### config.mk
export PLATFORM = sky130hd
export DESIGN_NAME = onchip_mem_arbiter
export DESIGN_NICKNAME = d
export VERILOG_FILES = /design/src/rtl/onchip_mem_arbiter.sv
export SDC_FILE = /design/constraint.sdc
export NUM_CORES = 1
export LEC_CHECK = 0
export CORE_ASPECT_RATIO = 0.7
export CORE_MARGIN = 5
export CORE_UTILIZATION = 39
export CTS_BUF_LIST = sky130_fd_sc_hd__clkbuf_8
export CTS_CLUSTER_DIAMETER = 200
export DETAILED_ROUTE_END_ITERATION = 16
export GPL_TIMING_DRIVEN = 0
export PLACE_DENSITY = 0.9
export SLEW_MARGIN = 10
export SYNTH_ARGS = -nofsm -noshare
export SYNTH_HDL_FRONTEND = slang
export SYNTH_SLANG_ARGS = --single-unit
### constraint.sdc
create_clock -name clk -period 4.7 [get_ports clk]
set_input_delay 0.94 -clock clk [delete_from_list [all_inputs] [get_ports clk]]
set_output_delay 0.94 -clock clk [all_outputs]
set_load 0.02 [all_outputs]
### src/rtl/onchip_mem_arbiter.sv
// Two-master round-robin controller for a single-port on-chip RAM
// (1-cycle read latency). Read returns are steered back to their owner
// with a one-deep-per-cycle tag pipeline. A fill sequencer can overwrite
// every word with a constant, taking the RAM away from both masters while
// it runs.
module onchip_mem_arbiter #(
    parameter int ADDR_W = 10,
    parameter int DATA_W = 32,
    parameter int DEPTH  = 1024,
    localparam int BE_W  = DATA_W / 8
) (
    input  logic              clk,
    input  logic              reset_n,
    // requester 0 (CPU data master)
    input  logic [ADDR_W-1:0] m0_address,
    input  logic [BE_W-1:0]   m0_byteenable,
    input  logic              m0_read,
    input  logic              m0_write,
    input  logic [DATA_W-1:0] m0_writedata,
    output logic              m0_waitrequest,
    output logic [DATA_W-1:0] m0_readdata,
    output logic              m0_readdatavalid,
    // requester 1 (loader / DMA)
    input  logic [ADDR_W-1:0] m1_address,
    input  logic [BE_W-1:0]   m1_byteenable,
    input  logic              m1_read,
    input  logic              m1_write,
    input  logic [DATA_W-1:0] m1_writedata,
    output logic              m1_waitrequest,
    output logic [DATA_W-1:0] m1_readdata,
    output logic              m1_readdatavalid,
    // fill sequencer
    input  logic              fill_start,
    input  logic [DATA_W-1:0] fill_value,
    output logic              fill_busy,
    output logic              fill_done,
    // RAM s1 side
    output logic [ADDR_W-1:0] mem_address,
    output logic [BE_W-1:0]   mem_byteenable,
    output logic              mem_chipselect,
    output logic              mem_write,
    output logic [DATA_W-1:0] mem_writedata,
    output logic              mem_clken,
    input  logic [DATA_W-1:0] mem_readdata
);

    typedef enum logic {
        ST_IDLE,
        ST_FILL
    } state_t;

    state_t              state_reg;
    logic [ADDR_W-1:0]   fill_cnt_reg;
    logic [DATA_W-1:0]   fill_val_reg;
    logic                fill_busy_reg;
    logic                fill_done_reg;
    logic                last_grant_reg;   // 0 = m0 won last, 1 = m1 won last
    logic                tag_valid_reg;
    logic                tag_owner_reg;

    logic [1:0] rd_in;
    logic [1:0] wr_in;
    logic [1:0] req;
    logic [1:0] rd_only;
    logic [1:0] grant;
    logic [1:0] wait_vec;
    logic [1:0] rdv_vec;

    assign rd_in = {m1_read, m0_read};
    assign wr_in = {m1_write, m0_write};

    // Per-requester request decode, stall and return strobe. A simultaneous
    // read+write is a write, so it never produces a read return.
    for (genvar gi = 0; gi < 2; gi++) begin : g_req
        assign req[gi]      = rd_in[gi] | wr_in[gi];
        assign rd_only[gi]  = rd_in[gi] & ~wr_in[gi];
        assign wait_vec[gi] = req[gi] & ~grant[gi];
        assign rdv_vec[gi]  = tag_valid_reg & (tag_owner_reg == 1'(gi));
    end

    assign m0_waitrequest   = wait_vec[0];
    assign m1_waitrequest   = wait_vec[1];
    assign m0_readdatavalid = rdv_vec[0];
    assign m1_readdatavalid = rdv_vec[1];
    assign m0_readdata      = mem_readdata;
    assign m1_readdata      = mem_readdata;
    assign mem_clken        = 1'b1;
    assign fill_busy        = fill_busy_reg;
    assign fill_done        = fill_done_reg;

    // Round-robin grant, only while the fill sequencer is idle; on contention
    // the master that did not win last time gets the slot.
    always_comb begin
        grant = 2'b00;
        if (state_reg == ST_IDLE) begin
            if (req[0] && (!req[1] || last_grant_reg)) begin
                grant[0] = 1'b1;
            end else if (req[1]) begin
                grant[1] = 1'b1;
            end
        end
    end

    // RAM port mux: fill sequencer has priority, otherwise the granted master.
    always_comb begin
        mem_address    = '0;
        mem_byteenable = '0;
        mem_chipselect = 1'b0;
        mem_write      = 1'b0;
        mem_writedata  = '0;
        if (state_reg == ST_FILL) begin
            mem_address    = fill_cnt_reg;
            mem_byteenable = '1;
            mem_chipselect = 1'b1;
            mem_write      = 1'b1;
            mem_writedata  = fill_val_reg;
        end else if (grant[0]) begin
            mem_address    = m0_address;
            mem_byteenable = m0_byteenable;
            mem_chipselect = 1'b1;
            mem_write      = m0_write;
            mem_writedata  = m0_writedata;
        end else if (grant[1]) begin
            mem_address    = m1_address;
            mem_byteenable = m1_byteenable;
            mem_chipselect = 1'b1;
            mem_write      = m1_write;
            mem_writedata  = m1_writedata;
        end
    end

    // Arbitration history and read-return tag; the tag lines up with the
    // RAM's one-cycle read latency.
    always_ff @(posedge clk or negedge reset_n) begin
        if (!reset_n) begin
            last_grant_reg <= 1'b1;
            tag_valid_reg  <= 1'b0;
            tag_owner_reg  <= 1'b0;
        end else begin
            if (grant[0]) begin
                last_grant_reg <= 1'b0;
            end else if (grant[1]) begin
                last_grant_reg <= 1'b1;
            end
            tag_valid_reg <= (grant[0] & rd_only[0]) | (grant[1] & rd_only[1]);
            tag_owner_reg <= grant[1];
        end
    end

    // Fill FSM: sweeps every address once, then pulses fill_done for one
    // cycle. A start request during a sweep is ignored.
    always_ff @(posedge clk or negedge reset_n) begin
        if (!reset_n) begin
            state_reg     <= ST_IDLE;
            fill_cnt_reg  <= '0;
            fill_val_reg  <= '0;
            fill_busy_reg <= 1'b0;
            fill_done_reg <= 1'b0;
        end else begin
            fill_done_reg <= 1'b0;
            case (state_reg)
                ST_IDLE: begin
                    if (fill_start) begin
                        state_reg     <= ST_FILL;
                        fill_cnt_reg  <= '0;
                        fill_val_reg  <= fill_value;
                        fill_busy_reg <= 1'b1;
                    end
                end
                ST_FILL: begin
                    fill_cnt_reg <= fill_cnt_reg + 1'b1;
                    if (fill_cnt_reg == ADDR_W'(DEPTH - 1)) begin
                        state_reg     <= ST_IDLE;
                        fill_busy_reg <= 1'b0;
                        fill_done_reg <= 1'b1;
                    end
                end
                default: begin
                    state_reg     <= ST_IDLE;
                    fill_busy_reg <= 1'b0;
                end
            endcase
        end
    end

endmodule

---- Word level (Yosys, flattened, before mapping) ----
Cells that the tools add are included.
word-level totals
  output and inout port bits .............. 119
  register bits after elaboration ......... 48
  bits of input ports ..................... 163
operators by class
  bitwise operators ....................... 17
  add/sub/neg operators ................... 1
  equality and inequality tests ........... 3
  reductions and logical operators ........ 6
  multiplexer cells ....................... 31
operators with widths
  kind                                                   count
  two-way mux 32 bit                                     3
  two-way mux 10 bit                                     4
  one-hot mux 10 bit (2 select lines)                    1
  two-way mux 1 bit                                      17
  two-way mux 4 bit                                      3
  adder 10 x 1 -> 10 bit, second input constant          1
  == test 10 bit, second input constant                  1
  AND 1 bit                                              8
  inverter 1 bit                                         6
  one-hot mux 1 bit (2 select lines)                     2
  AND reduction 2 bit                                    2
  bitwise OR 1 bit                                       3
  two-way mux 2 bit                                      1
  inequality test 2 x 1 -> 1 bit, second input constant  1
  inequality test 2 bit, second input constant           1
  nonzero test 2 bit                                     1
  logical AND 1 bit                                      1
  zero test 1 bit                                        1
  logical OR 1 bit                                       1

---- Depth between registers and ports, before layout ----
Gate-level depths: netlist of run 1.
  depth after elaboration ................. 9
  depth in mapped cells ................... 6
  mapped depth without buffers ............ 4

---- Worst setup path after synthesis of run 1 ----
Ideal clock, no wire load.
  path kind ............................... input-to-output
  start point ............................. in m0_write
  end point ............................... out mem_writedata[22]
  arrival ................................. 1.902 ns
  buffers on the path ..................... 2
  stages on the path ...................... 5
  slack ................................... 1.858 ns
  cells stage by stage .................... or2_1 a21o_1 buf_6 buf_6 o221ai_2
between the ends
  word-level cells in the longest chain between the ends .. 7
  elaborated cells between the ends (all ways) .. 8
  those cells by class .................... 6 x mux; 1 x bitwise; 1 x reduce/logical
ends and longest elaborated chain
  what                  line  source
  from (decl)           18    input logic m0_write,
  bitwise OR 1 bit *    75    assign req[gi] = rd_in[gi] | wr_in[gi];
  logical AND 1 bit *   96    if (req[0] && (!req[1] || last_grant_reg)) begin
  two-way mux 1 bit     96
  two-way mux 2 bit *   95    if (state_reg == ST_IDLE) begin
  two-way mux 32 bit    123   end else if (grant[1]) begin
  two-way mux 32 bit *  117   end else if (grant[0]) begin
  two-way mux 32 bit *  111   if (state_reg == ST_FILL) begin
  to (decl)             42    output logic [DATA_W-1:0] mem_writedata,
Every way passes the cells marked *; elsewhere a longest branch is shown, timed or not.

---- Final worst setup path of run 1 ----
  start point ............................. in m1_write
  end point ............................... out mem_writedata[13]
between the ends
  word-level cells in the longest chain between the ends .. 9
  elaborated cells between the ends (all ways) .. 11
  those cells by class .................... 7 x mux; 1 x bitwise; 3 x reduce/logical
ends and longest elaborated chain
  what                  line  source
  from (decl)           27    input logic m1_write,
  bitwise OR 1 bit *    75
  zero test 1 bit       96
  logical OR 1 bit      96
  logical AND 1 bit     96
  two-way mux 1 bit     96
  two-way mux 2 bit *   95
  two-way mux 32 bit    123
  two-way mux 32 bit *  117
  two-way mux 32 bit *  111
Marks and branches as above.

==> key figures, run 1 <==
Job
  • Max Cap Viol: 0

Finish
  • Final core occ: about two thirds
  • Multi-input gate area: about 1800 µm²
  • Layout cells sized above 1: 19.4%
  • Final Instance Area: 6630 µm²
  • Fillers: ~760
  • Register area: 1200 µm²
  • Layout Nets: 900
  • Max FFs per register: 32
  • Fin cells: 865
  • Antenna diode count: 0
  • Layout area overhead: 71.9%

Worst hold path
  • Worst min path class: reg -> reg
  • Hold_sp: fill_val_reg[30]

Worst setup path
  • Crit-path max FO: 10
  • Critical path endpoint category: primary output
  • Setup CP Type: in -> out
  • Data required time of the critical path: approximately 3.8 ns
  • CP peak stage delay: between 0.6 and 0.7 ns
  • Slowest CP cell: clkdlybuf4s50_1
  • Crit path from: m1_write
  • Family with the most delay on the worst path: buffers and inverters
  • CP Buf/Inv Count: 3
  • Most used cell, CP: clkdlybuf4s50_1
  • Worst R2R Start: fill_cnt_reg[0]
  • Crit path cell chain: clkdlybuf4s50_1, o21bai_4, clkbuf_1, nand3_1, o221ai_2, clkdlybuf4s50_1
  • CP Launch Type: primary input
  • Worst EP arrival: about 3.3 ns

CTS
  • CTS H-tree depth: 2
  • Clk pin slew, worst setup/hold paths: approximately 0.09 ns
  • Post-cts resize count: 0
  • Worst-Skew Late Latency: 0.30 ns
  • CTS Buf Count: 5
  • Clock root buffer: clkbuf_8
  • TritonCTS clock tree: built
  • Cts hold-fix bufs: 0
  • Post-CTS Setup Bufs: 0
  • Max clock buf depth: 2
  • # clock sinks: between 40 and 50

GRT
  • Vias in the first global route: between 4000 and 5000
  • Total GRT Usage: about a quarter
  • Grt total ovfl: 0
  • First-pass GRT wire length: about 23000 µm
  • Pin count of the biggest net entering global routing: 30
  • Initial antenna violation count: 0

Die
  • Die height: between 90 and 100 µm
  • Die Width: ~130 µm
  • # rows: 30
  • Die ar.: around 12000 µm²
  • Starting density of the core: between 30% and 40%
  • CORE AREA: 9680 µm²
  • I/O Pins: around 280

Detailed routing
  • Detailed Routing Iterations Pass 1: 5
  • Routed WL: 15000 µm
  • Via density: around 5
  • Initial DRC Count: 270
  • Antenna-violating nets left: 0
  • Via count: approximately 4300
  • DRC Markers: 0
  • Mean routed wirelength per cell: roughly 17 µm

Logic synthesis
  • Flops & latches, synth: 48
  • Gate Count Post-Synth: 480
  • Post-synth ARST share: 100%
  • Syn_area_per_cell: between 8 and 9 µm²
  • Most common flop cell mapped by yosys: dfrtp_1
  • Number of synthesized flops with an enable pin: 0
  • Netlist cell types: 44
  • Seq/Total Area, Yosys: between 30 and 40%
  • Syn_nets: about 640
  • Synthesized area: 3860 µm²
  • YS warnings: 0

Timing
  • Final setup violating endpoints: 0
  • Final period util: 90.3%
  • Final min period: between 4 and 5 ns
  • Slew @ Worst Pin: between 0.8 and 0.9 ns
  • Slew Limit Fails: 0
  • WHS: roughly 0.48 ns
  • Final Hold Vio Count: 0
  • Clock Skews: 0.00754 ns
  • Max-Slew Margin vs Limit: a little over 40%
  • RSZ-0062 raised after global routing: no
  • Setup TNS: 0 ns
  • Final worst slack: around 0.46 ns
  • Max Fclk: roughly 240 MHz

Pwr
  • Total chip power: between 2 and 2.5 mW
  • Power density over cell area: approximately 370 nW/µm²
  • Leak: between 3 and 4 nW
  • Worst vdd ir: roughly 0.23 mV

Place
  • Placer Congestion: roughly 0.85
  • Port bufs: 248
  • Post-placement setup slack: approximately 0.46 ns
  • Placed Area: approximately 6500 µm²
  • DP Cell Count: around 860
  • Hpwl dp: 12200 µm

Status
  • Status: finished, final reports clean
[final timing paths]
check                               endpoint  slack (ns)  depth (start not counted)
max in group asynchronous     last_grant_reg        3.54                          2
min in group asynchronous    fill_cnt_reg[7]        0.57                          1
hold / removal              fill_val_reg[30]        0.48                          2
setup reg to reg                   fill_busy        2.80                          4
setup / recovery           mem_writedata[13]        0.46                          6
hold reg to reg             fill_val_reg[30]        0.48                          2
[cell families after synthesis]
family / synth area share (%)
AND/OR/NAND/NOR: 22.8
adder cells (fa/ha/maj): 0.324
other: 0.0972
AO/OA/AOI/OAI: 22.3
flip-flops: 31.2
multiplexers: 0.259
buffers and inverters: 22.4
XOR/XNOR: 0.681
[cells in the mapped netlist, types with 2 or more instances]
library cell	number	area, µm²
nand2_1	142	533
buf_4	65	488
dfrtp_1	47	1180
inv_1	47	176
nand3_1	44	220
o221ai_2	39	586
buf_2	20	100
clkbuf_1	10	37.5
a221o_1	5	50.1
buf_6	5	56.3
nand2b_1	4	25.0
o311ai_0	4	35.0
o41ai_1	4	35.0
a21o_1	3	22.5
nor2_1	3	11.3
o21ai_0	3	15.0
a21oi_1	2	10.0
nand4_1	2	12.5
nor2b_1	2	12.5
nor3b_1	2	15.0
o211ai_1	2	15.0
o221ai_1	2	17.5
xnor2_1	2	17.5
[placed cells by master, fill, tap and decap left out, types with 2 or more instances in the layout]
| master | netlist | layout |
|---|---|---|
| clkdlybuf4s50_1 | 0 | 247 |
| nand2_1 | 142 | 142 |
| buf_4 | 65 | 65 |
| inv_1 | 47 | 47 |
| dfrtp_1 | 47 | 47 |
| nand3_1 | 44 | 44 |
| o221ai_2 | 39 | 39 |
| buf_2 | 20 | 21 |
| clkbuf_1 | 10 | 10 |
| buf_6 | 5 | 5 |
| a221o_1 | 5 | 5 |
| clkbuf_8 | 0 | 5 |
| nand2b_1 | 4 | 4 |
| o311ai_0 | 4 | 4 |
| o41ai_1 | 4 | 4 |
| a21o_1 | 3 | 3 |
| nor2_1 | 3 | 3 |
| o21ai_0 | 3 | 3 |
| o211ai_1 | 2 | 2 |
| a21oi_1 | 2 | 2 |
| nor2b_1 | 2 | 2 |
| nand4_1 | 2 | 2 |
| o221ai_1 | 2 | 2 |
| xnor2_1 | 2 | 2 |
| nor3b_1 | 2 | 2 |
| clkinv_4 | 0 | 2 |
[worst register-to-register path, cell delays in order (launching register included)]
cell and delay, ns:
dfrtp_1 0.46, ha_1 0.25, inv_1 0.11, nor4_1 0.78, o21ai_0 0.15
[final cells by class]
type / instances / share of cell area (%)
Timing Repair Buffer: 249 / 37.6
Multi-Input combinational cell: 283 / 27.0
Sequential cell: 48 / 18.1
Buffer: 101 / 10.3
Inverter: 48 / 2.72
Tap cell: 128 / 2.41
Clock buffer: 5 / 1.04
Clock inverter: 3 / 0.717
[where the power goes]
part	internal (mW)	leakage (nW)	switching, mW
Sequential	0.565	0.590	0.124
Clock	0.161	0.0583	0.152
Combinational	0.708	2.37	0.720
[metal layers]
layer	routed length, µm	up-vias	GRT usage (%)
met2	7530	207	42.9
met5	0	-	0
met3	1320	25	5.82
met4	228	0	5.16
met1	5970	2025	29.6
li1	-	2053	-
No activity file was read; power rests on OpenSTA's default activity.
==> inputs of run 2 (changes only) <==
Settings changed: CTS_CLUSTER_DIAMETER 200 to 40.
==> results of run 2 <==
Same layout as run 1: the final DEF is identical, and so are final timing and power.
